## src/rtl/riscv_mem_arbiter.sv

```systemverilog
// Two-port arbiter sharing a single-port, one-cycle-latency memory between the
// instruction-fetch and load/store requesters, with one transaction in flight.
module riscv_mem_arbiter #(
    parameter int unsigned FIXED_DPRIO = 0
) (
    input  logic        clk,
    input  logic        rstn,

    input  logic        i_req_valid,
    output logic        i_req_ready,
    input  logic [31:0] i_req_addr,
    output logic        i_rsp_valid,
    input  logic        i_rsp_ready,
    output logic [31:0] i_rsp_rdata,

    input  logic        d_req_valid,
    output logic        d_req_ready,
    input  logic [31:0] d_req_addr,
    input  logic [3:0]  d_req_wstrb,
    input  logic [31:0] d_req_wdata,
    output logic        d_rsp_valid,
    input  logic        d_rsp_ready,
    output logic [31:0] d_rsp_rdata,

    output logic [31:0] mem_addr,
    output logic        mem_read,
    output logic [3:0]  mem_wstrb,
    output logic [31:0] mem_wdata,
    input  logic [31:0] mem_rdata
);

    localparam logic [1:0] PEND_IDLE  = 2'd0;
    localparam logic [1:0] PEND_RSP_I = 2'd1;
    localparam logic [1:0] PEND_RSP_D = 2'd2;

    localparam logic GNT_I = 1'b0;
    localparam logic GNT_D = 1'b1;

    logic [1:0] pend_q, pend_d;
    logic       last_q, last_d;
    logic       grant;
    logic       free;
    logic       issue_i;
    logic       issue_d;

    // The response slot frees up in the same cycle its consumer accepts it,
    // which is what allows back-to-back issue at one transaction per cycle.
    always_comb begin
        // NOTE: every combinational output gets a default first so no path
        // through the block can leave it unassigned and infer a latch.
        free = 1'b0;
        case (pend_q)
            PEND_IDLE:  free = 1'b1;
            PEND_RSP_I: free = i_rsp_ready;
            PEND_RSP_D: free = d_rsp_ready;
            default:    free = 1'b1;
        endcase
    end

    always_comb begin
        grant = GNT_I;
        if (i_req_valid && d_req_valid) begin
            grant = (FIXED_DPRIO != 0) ? GNT_D : ~last_q;
        end else if (d_req_valid) begin
            grant = GNT_D;
        end
    end

    // Gating with rstn keeps every handshake and memory strobe quiet while
    // reset is asserted, independent of what the state registers hold.
    assign issue_i = rstn & free & (grant == GNT_I) & i_req_valid;
    assign issue_d = rstn & free & (grant == GNT_D) & d_req_valid;

    assign i_req_ready = issue_i;
    assign d_req_ready = issue_d;

    assign i_rsp_valid = rstn & (pend_q == PEND_RSP_I);
    assign d_rsp_valid = rstn & (pend_q == PEND_RSP_D);
    assign i_rsp_rdata = mem_rdata;
    assign d_rsp_rdata = mem_rdata;

    always_comb begin
        mem_addr  = '0;
        mem_read  = 1'b0;
        mem_wstrb = '0;
        mem_wdata = '0;
        if (issue_i) begin
            mem_addr = i_req_addr;
            mem_read = 1'b1;
        end else if (issue_d) begin
            mem_addr = d_req_addr;
            if (d_req_wstrb == 4'b0000) begin
                mem_read = 1'b1;
            end else begin
                mem_wstrb = d_req_wstrb;
                mem_wdata = d_req_wdata;
            end
        end
    end

    always_comb begin
        pend_d = pend_q;
        last_d = last_q;
        if (issue_i) begin
            pend_d = PEND_RSP_I;
            last_d = GNT_I;
        end else if (issue_d) begin
            pend_d = PEND_RSP_D;
            last_d = GNT_D;
        end else if (free) begin
            pend_d = PEND_IDLE;
        end
    end

    // last resets to D so that I wins the first tie after reset.
    always_ff @(posedge clk) begin
        // NOTE: sequential state uses non-blocking assignments so every
        // register samples its pre-edge value regardless of block ordering.
        if (!rstn) begin
            pend_q <= PEND_IDLE;
            last_q <= GNT_D;
        end else begin
            pend_q <= pend_d;
            last_q <= last_d;
        end
    end

    a_one_issue : assert property (@(posedge clk) disable iff (!rstn)
        !(issue_i && issue_d));

    a_no_issue_while_stalled : assert property (@(posedge clk) disable iff (!rstn)
        ((i_rsp_valid && !i_rsp_ready) || (d_rsp_valid && !d_rsp_ready))
        |-> !(mem_read || (mem_wstrb != 4'b0000)));

endmodule

```

## config.mk

```make
export PLATFORM = sky130hd
export DESIGN_NAME = riscv_mem_arbiter
export DESIGN_NICKNAME = d
export VERILOG_FILES = /design/src/rtl/riscv_mem_arbiter.sv
export SDC_FILE = /design/constraint.sdc
export NUM_CORES = 1
export LEC_CHECK = 0
export ABC_AREA = 1
export BUFFER_PORTS_ARGS = -buffer_cell sky130_fd_sc_hd__buf_2
export CAP_MARGIN = 10
export CELL_PAD_IN_SITES_DETAIL_PLACEMENT = 0
export CELL_PAD_IN_SITES_GLOBAL_PLACEMENT = 1
export CORE_MARGIN = 3
export CORE_UTILIZATION = 12
export DETAILED_ROUTE_END_ITERATION = 12
export GPL_TIMING_DRIVEN = 0
export PLACE_DENSITY = 0.72
export REMOVE_ABC_BUFFERS = 1
export SLEW_MARGIN = 40
export SYNTH_ARGS = -nofsm -noshare
export SYNTH_HDL_FRONTEND = slang
export SYNTH_SLANG_ARGS = --single-unit
```

## constraint.sdc

```tcl
create_clock -name clk -period 1.4 [get_ports clk]
set_input_delay 0.14 -clock clk [delete_from_list [all_inputs] [get_ports clk]]
set_output_delay 0.14 -clock clk [all_outputs]
set_load 0.03 [all_outputs]
```

==> results.txt, run 1 <==
----------------------------------------------------
[Status]
  Outcome ... finished with violations
  Violated checks ... setup timing

[Finish]
  Sequential cell area in the final layout ... 67.56 sq um
  Diode insertion count for antenna repair ... 0
  Final standard cell utilization of the core ... 26.59%
  Area added between synthesis and finish ... 113.9%
  Total area of multi-input combinational cells ... 1294 sq um
  Final #Nets ... 560
  Fraction of final layout cells with drive strength greater than 1 ... 70.88%
  Fillers ... 1349

[STA]
  Clock period minus worst slack ... 1.925 ns
  Part of the cycle the worst path needs ... 137.5%
  Final Hold Fails ... 0
  Tightest Pin Transition ... 0.4690 ns
  Worst Clk Skew ... 0.003379 ns
  Pins over their slew limit ... 0
  RSZ-0062 raised after global routing ... true
  Setup violations, final ... 74
  Maximum achievable frequency ... 519.5 MHz
  Worst slew margin relative to its limit ... 68.73%
  Smallest setup slack after layout ... -0.5249 ns

[Routing]
  DRC Markers ... 0
  Routed WL per cell ... 17.31 um
  Total Routed Length ... 10160 um
  Routed Antenna Nets ... 0
  Vias ... 2356
  Router iterations before antenna repair ... 4
  Via count normalized by instance count ... 4.014
  Violation count after the first detailed-route iteration ... 53

[Logic synthesis]
  Mean Syn Cell Area ... 5.270 sq um
  Sequential share of the synthesized area ... 3.957%
  Async set-reset flop share out of synthesis ... 0%
  Top-count cell post-synth ... nand2_1
  Number of synthesized register bits ... 3
  Cell types with the largest area share after synthesis ... buf_4 (32%), nand2_1 (26%), nand3_1 (11%)
  Number of synthesized flops with an enable pin ... 0
  Library cell with the largest summed area after synthesis ... buf_4
  Post-synthesis cell count ... 288
  Count of unique library cells instantiated by Yosys ... 17
  Top_reg_cell synth ... dfxtp_1
  Top-area cell type share of the netlist area ... 31.66%
  Synth top cells by count ... nand2_1 (106), buf_4 (64), nor2_1 (36)
  Synthesized cell area ... 1518 sq um
  Yosys warning count ... 0

[Min path]
  Launch point of the worst hold path ... mem_rdata[10]
  Number of stages on the worst hold path ... 0
  Endpoint with the worst hold slack ... d_rsp_rdata[10]
  Worst min-delay path category ... in -> out

[Global route]
  GRT Overall Usage ... 12.89%
  Initial antenna violation count ... 0
  First-pass GRT wire length ... 13850 um
  GRT Residual Overflow ... 0
  Largest net degree at the start of global routing ... 23
  Number of global-route vias before repair ... 2216

[Placed design]
  Number of I/O port buffers ... 178
  Post-detail-place hpwl ... 6159 um
  Global placer's final weighted congestion ... 0.6663

[Worst setup path]
  Setup slack, reg-to-reg ... -0.23 ns
  R2r startpoint ... pend_q[0]
  Destination of the worst register-to-register timing path ... pend_q[1]
  Worst Path Class, Setup ... reg -> out
  Logic depth of the worst register-to-register path ... 11
  CP Data Required Time ... 1.26 ns
  Critical path launch point type ... flip-flop
  CP endpoint kind ... output port
  Arrival time at the worst endpoint ... 1.78 ns
  Maximum fanout along the worst path ... 9

[Power]
  Maximum vdd drop ... 0.3496 mV
  Clock network power share ... 25.0%
  Share of power burned in combinational logic ... 69.4%
  Static Leakage ... 0.001831 uW
  Total power draw ... 1805 uW
  Switching portion of total power ... 45.03%
  Switching power total ... 812.5 uW
  Power density of the placed cells ... 555.8 nW/um^2
  Cell-internal power ... 992.1 uW
  Sequential share of power ... 5.6%

[Clock network]
  Source-to-sink clock delay at the later pin of the worst-skew pair ... 0.22 ns
  Root Buffer ... clkbuf_16
  Clock Sinks ... 3
  Clock Path Buffers ... 2
  Clock transition at the registers of the reported paths ... 0.03 ns
  H-Tree Depth ... 1
  Total CTS buffers ... 3
  Clock tree from TritonCTS ... yes

[Die]
  Total number of placement rows ... 40
  Starting density of the core ... 12.43%
  Core Footprint ... 12210 sq um
  Width of the die ... 118.5 um
  Count of pins on the block boundary ... 275
  DIE HEIGHT ... 118.5 um
  Overall die area ... 14030 sq um

[Job]
  Number of max-cap violations ... 0

----------------------------------------------------
## worst max path at each step
stage          startpoint           end  slack (ns)  cells past startpoint
6_report        pend_q[0]   mem_addr[9]       -0.52                     11
5_1_grt         pend_q[0]   mem_addr[9]       -0.59                     11
4_1_cts         pend_q[0]  mem_addr[23]       -0.48                     11
3_5_place_dp    pend_q[0]  mem_addr[23]       -0.83                      9
3_3_place_gp    pend_q[0]      mem_read       -1.31                      7
2_1_floorplan   pend_q[0]      mem_read       -1.18                      6
## through the flow
stage / instances / setup slack [ns] / cell area [sq um] / hold slack [ns] / setup TNS [ns]
after global placement: 554 / -1.309 / 2024 / 0.2804 / -73.22
after CTS: 589 / -0.4822 / 2959 / 0.2804 / -31.02
after global routing: 587 / -0.5879 / 3247 / 0.2803 / -36.65
after detailed placement: 557 / -0.8304 / 2074 / 0.2804 / -48.48
final: 587 / -0.5249 / 3247 / 0.2803 / -32.16
after floorplan: 208 / -1.178 / 923.4 / 0.2800 / -49.30
## cells by family (layout without fill, tap and decap cells)
| group | after synthesis | count (layout) | share of synthesized area [%] |
|---|---|---|---|
| buf+inv | 97 | 223 | 43.36 |
| simple gates | 180 | 185 | 48.56 |
| flops | 3 | 3 | 3.957 |
| fa+ha+maj | 2 | 2 | 1.649 |
| compound gates | 6 | 6 | 2.473 |
## power by group through the flow
| stage | Combinational (uW) | Sequential [uW] | Clock [uW] |
|---|---|---|---|
| after floorplan | 447 | 97.0 | 0 |
| final | 1250 | 101 | 452 |
| after global routing | 1340 | 102 | 467 |
| after detailed placement | 768 | 98.1 | 0 |
| after global placement | 758 | 98.0 | 0 |
| after CTS | 1170 | 98.5 | 455 |
## what timing repair did
action / in CTS / in global routing
hold buffers: 0 / 0
pin swaps: 33 / 10
setup buffers: 19 / 0
resized for setup: 161 / 98
setup endpoints to repair: 72 / 74
gates cloned: 9 / 0
## worst max-delay path: stages (launching register included)
cell and delay, ns:
dfxtp_4 0.37, inv_4 0.04, ha_4 0.25, inv_2 0.04, nand3_4 0.09, nand2_8 0.08
buf_12 0.15, nor2_4 0.09, buf_6 0.16, nand2_1 0.07, nand2_1 0.09, buf_6 0.13
## sequential cells by signal, indices dropped and copies added (netlist names)
name	flops
pend_q	2
last_q	1
## cell usage in the layout, fill, tap and decap left out, types with 3 or more instances in the layout
master and instances:
nand2_4 20, nand3_2 8, nand2_1 58, nor2_1 20
nand2_2 27, buf_12 4, inv_1 12, buf_4 34
nor2_2 9, nand3_4 6, buf_6 48, nand3_1 25
inv_2 3, buf_2 108, nor2_4 9, clkbuf_4 3
clkbuf_16 3
## per-layer routing
| layer | GRT usage [%] | vias to the layer above | wire, um |
|---|---|---|---|
| met4 | 0.5793 | 2 | 35 |
| met5 | 7.721 | - | 68 |
| met2 | 20.19 | 207 | 4476 |
| li1 | - | 1093 | - |
| met1 | 14.87 | 1046 | 3883 |
| met3 | 8.660 | 8 | 1698 |
## area by class of cell
type | count | area share (%)
Clock buffer | 4 | 2.428
Inverter | 17 | 2.543
Multi-Input combinational cell | 193 | 39.85
Sequential cell | 3 | 2.081
Tap cell | 168 | 6.474
Timing Repair Buffer | 199 | 45.24
Timing Repair inverter | 3 | 1.387
(Power assumes the default switching activity.)
==> run 2, diff against run 1 <==
Settings changed: PLACE_DENSITY 0.72 to 0.81.
==> results.txt, run 2 (synthesis gave the netlist of run 1 again) <==
----------------------------------------------------
[Status]
  Outcome ... finished with violations (unchanged)
  Violated checks ... setup timing (unchanged)

[Power]
  Sequential share of power ... 5.7% (was 5.6%)
  Cell-internal power ... 988.0 uW (was 992.1 uW)
  Clock network power share ... 26.4% (was 25.0%)
  Static Leakage ... 0.001706 uW (was 0.001831 uW)
  Share of power burned in combinational logic ... 67.9% (was 69.4%)
  Maximum vdd drop ... 0.2954 mV (was 0.3496 mV)
  Power density of the placed cells ... 572.4 nW/um^2 (was 555.8 nW/um^2)
  Switching portion of total power ... 43.04% (was 45.03%)
  Switching power total ... 746.7 uW (was 812.5 uW)

[Global route]
  Number of global-route vias before repair ... 2302 (was 2216)
  Initial antenna violation count ... 0 (unchanged)
  GRT Overall Usage ... 12.99% (was 12.89%)
  GRT Residual Overflow ... 0 (unchanged)
  First-pass GRT wire length ... 13810 um (was 13850 um)
  Largest net degree at the start of global routing ... 22 (was 23)

[Worst setup path]
  Critical path launch point type ... flip-flop (unchanged)
  Max stage delay on crit path ... 0.33 ns (was 0.37 ns)
  Setup slack, reg-to-reg ... -0.25 ns (was -0.23 ns)
  R2r startpoint ... pend_q[1] (was pend_q[0])
  Logic depth of the worst register-to-register path ... 12 (was 11)
  Worst Path Buf+Inv ... 5 (unchanged)
  CP Data Required Time ... 1.26 ns (about the same)
  Maximum fanout along the worst path ... 8 (was 9)
  Worst Path Class, Setup ... reg -> out (unchanged)
  CP delay by family, top ... buffers and inverters (unchanged)
  CP endpoint kind ... output port (unchanged)
  Arrival time at the worst endpoint ... 1.75 ns (was 1.78 ns)
  Cell with the largest stage delay on the worst path ... dfxtp_2 (was dfxtp_4)
  Destination of the worst register-to-register timing path ... pend_q[1] (unchanged)
  Ordered cell list for the critical path ... inv_2 -> ha_4 -> inv_4 -> nand3_4 -> nand2_8 -> buf_12 -> nor2_4 -> buf_8 -> nand2_2 -> nand2_2 -> buf_6 (was inv_4 -> ha_4 -> inv_2 -> nand3_4 -> nand2_8 -> buf_12 -> nor2_4 -> buf_6 -> nand2_1 -> nand2_1 -> buf_6)
  Most used cell, CP ... nand2_2

[Clock network]
  Clock transition at the registers of the reported paths ... 0.03 ns (about the same)
  Clock tree from TritonCTS ... yes (unchanged)
  Root Buffer ... clkbuf_16 (unchanged)
  Clock Path Buffers ... 2 (unchanged)
  Clock Sinks ... 3 (unchanged)
  H-Tree Depth ... 1 (unchanged)
  Hold buffer count at cts ... 0 (unchanged)
  Total CTS buffers ... 3 (unchanged)
  Source-to-sink clock delay at the later pin of the worst-skew pair ... 0.23 ns (was 0.22 ns)

[Routing]
  Total Routed Length ... 10080 um (was 10160 um)
  DRC Markers ... 0 (unchanged)
  Via count normalized by instance count ... 3.985 (was 4.014)
  Routed WL per cell ... 17.23 um (was 17.31 um)
  Router iterations before antenna repair ... 4 (unchanged)
  Vias ... 2331 (was 2356)
  Routed Antenna Nets ... 0 (unchanged)
  Violation count after the first detailed-route iteration ... 56 (was 53)

[Finish]
  Leading registers by flop count ... pend_q: 2 flops, last_q: 1 flops (unchanged)
  Number of flip-flops under the largest register name ... 2 (unchanged)
  Largest register by flop count ... pend_q (unchanged)
  Most common library cell in the layout ignoring fill and taps ... buf_2 (unchanged)
  Commonest cells after routing, fill and taps aside ... buf_2 (107), nand2_1 (66), buf_6 (46), nand2_2 (38), buf_4 (38) (was buf_2 (108), nand2_1 (58), buf_6 (48), buf_4 (34), nand2_2 (27))
  Fillers ... 1369 (was 1349)
  Final #Nets ... 558 (was 560)
  Area added between synthesis and finish ... 99.67% (was 113.9%)
  Diode insertion count for antenna repair ... 0 (unchanged)
  Fraction of final layout cells with drive strength greater than 1 ... 65.47% (was 70.88%)

[Placed design]
  Number of I/O port buffers ... 178 (unchanged)
  Post-detail-place hpwl ... 6501 um (was 6159 um)
  Pre-CTS setup slack ... -0.8251 ns (was -0.8304 ns)
  Global placer's final weighted congestion ... 0.6790 (was 0.6663)

[STA]
  Worst Clk Skew ... 0.003511 ns (was 0.003379 ns)
  Tightest Pin Transition ... 0.4193 ns (was 0.4690 ns)
  Part of the cycle the worst path needs ... 135.3% (was 137.5%)
  RSZ-0062 raised after global routing ... true (unchanged)
  Maximum achievable frequency ... 528.0 MHz (was 519.5 MHz)
  Worst slew margin relative to its limit ... 71.96% (was 68.73%)
  Final Hold Fails ... 0 (unchanged)
  Pins over their slew limit ... 0 (unchanged)
  Setup violations, final ... 73 (was 74)
  Smallest setup slack after layout ... -0.4938 ns (was -0.5249 ns)
  Clock period minus worst slack ... 1.894 ns (was 1.925 ns)
  Post-route worst hold slack ... 0.2804 ns (was 0.2803 ns)

[Job]
  Number of max-cap violations ... 0 (unchanged)

[Min path]
  Endpoint with the worst hold slack ... i_rsp_rdata[15] (was d_rsp_rdata[10])
  Number of stages on the worst hold path ... 0 (unchanged)
  Launch point of the worst hold path ... mem_rdata[15] (was mem_rdata[10])
  Worst min-delay path category ... in -> out (unchanged)

[Die]
  Core Footprint ... 12210 sq um (unchanged)
  Starting density of the core ... 12.43% (unchanged)
  Count of pins on the block boundary ... 275 (unchanged)
  Total number of placement rows ... 40 (unchanged)
  DIE HEIGHT ... 118.5 um (unchanged)
  Width of the die ... 118.5 um (unchanged)
  Overall die area ... 14030 sq um (unchanged)

----------------------------------------------------
==> run 2: cell types whose count changed in the layout (fill, tap and decap cells not counted), moves of 3 or more <==
cell	before	now
nand3_1	25	32
buf_4	34	38
nand3_2	8	0
nor2_1	20	25
clkbuf_4	3	0
nand2_2	27	38
nand2_4	20	1
buf_12	4	8
nor2_4	9	2
nand2_1	58	66
==> run 2: worst max-delay path by stage <==
| stage | start | end | slack (ns) | depth (start not counted) |
|---|---|---|---|---|
| 2_1_floorplan | pend_q[0] | mem_read | -1.18 | 6 |
| 3_3_place_gp | pend_q[0] | mem_read | -1.38 | 7 |
| 3_5_place_dp | pend_q[0] | mem_addr[10] | -0.83 | 9 |
| 4_1_cts | pend_q[0] | mem_addr[28] | -0.47 | 11 |
| 5_1_grt | pend_q[0] | mem_addr[15] | -0.59 | 11 |
| 6_report | pend_q[0] | mem_addr[15] | -0.49 | 11 |
==> run 2: power groups by stage <==
stage | Combinational [uW] | Sequential (uW) | Clock (uW)
floorplan | 447 | 97.0 | 0
global placement | 762 | 97.8 | 0
detailed placement | 770 | 97.9 | 0
CTS | 1140 | 99.2 | 463
global route | 1260 | 100 | 469
finish | 1180 | 99.4 | 458
==> run 2: per-layer routing <==
metal  wire length (um)  GRT usage [%]  up-vias
met5                 40          6.250        -
met3               1728          9.713        6
met2               4447          20.58      226
met4                 46          1.231        2
li1                   -              -     1077
met1               3817          14.04     1020
==> run 2: layout make-up <==
| type | count | area [sq um] | area share [%] |
|---|---|---|---|
| timing repair buffer | 201 | 1529 | 50.45 |
| multi-input combinational | 190 | 1039 | 34.27 |
| tap | 168 | 210.2 | 6.936 |
| inverter | 17 | 82.58 | 2.725 |
| clock buffer | 4 | 78.83 | 2.601 |
| sequential | 3 | 62.56 | 2.064 |
| timing repair inverter | 2 | 28.78 | 0.9496 |
==> run 2: per-stage QoR <==
stage	instance area (sq um)	TNS, ns	util, %	power [uW]	instances
2_1_floorplan	923.4	-49.30	-	544.0	208
3_3_place_gp	2024	-78.91	16.58	859.9	554
3_5_place_dp	2071	-47.97	16.96	867.9	557
4_1_cts	2917	-30.99	23.88	1699	583
5_1_grt	3030	-38.51	24.82	1833	585
6_report	3030	-31.11	24.82	1735	585
==> run 2: timing repair <==
action / 4_1_cts / 5_1_grt
gates resized for setup: 159 / 42
setup buffers: 18 / 3
cloned: 4 / 1
endpoints found under the setup margin: 73 / 74
pin swaps: 20 / 20
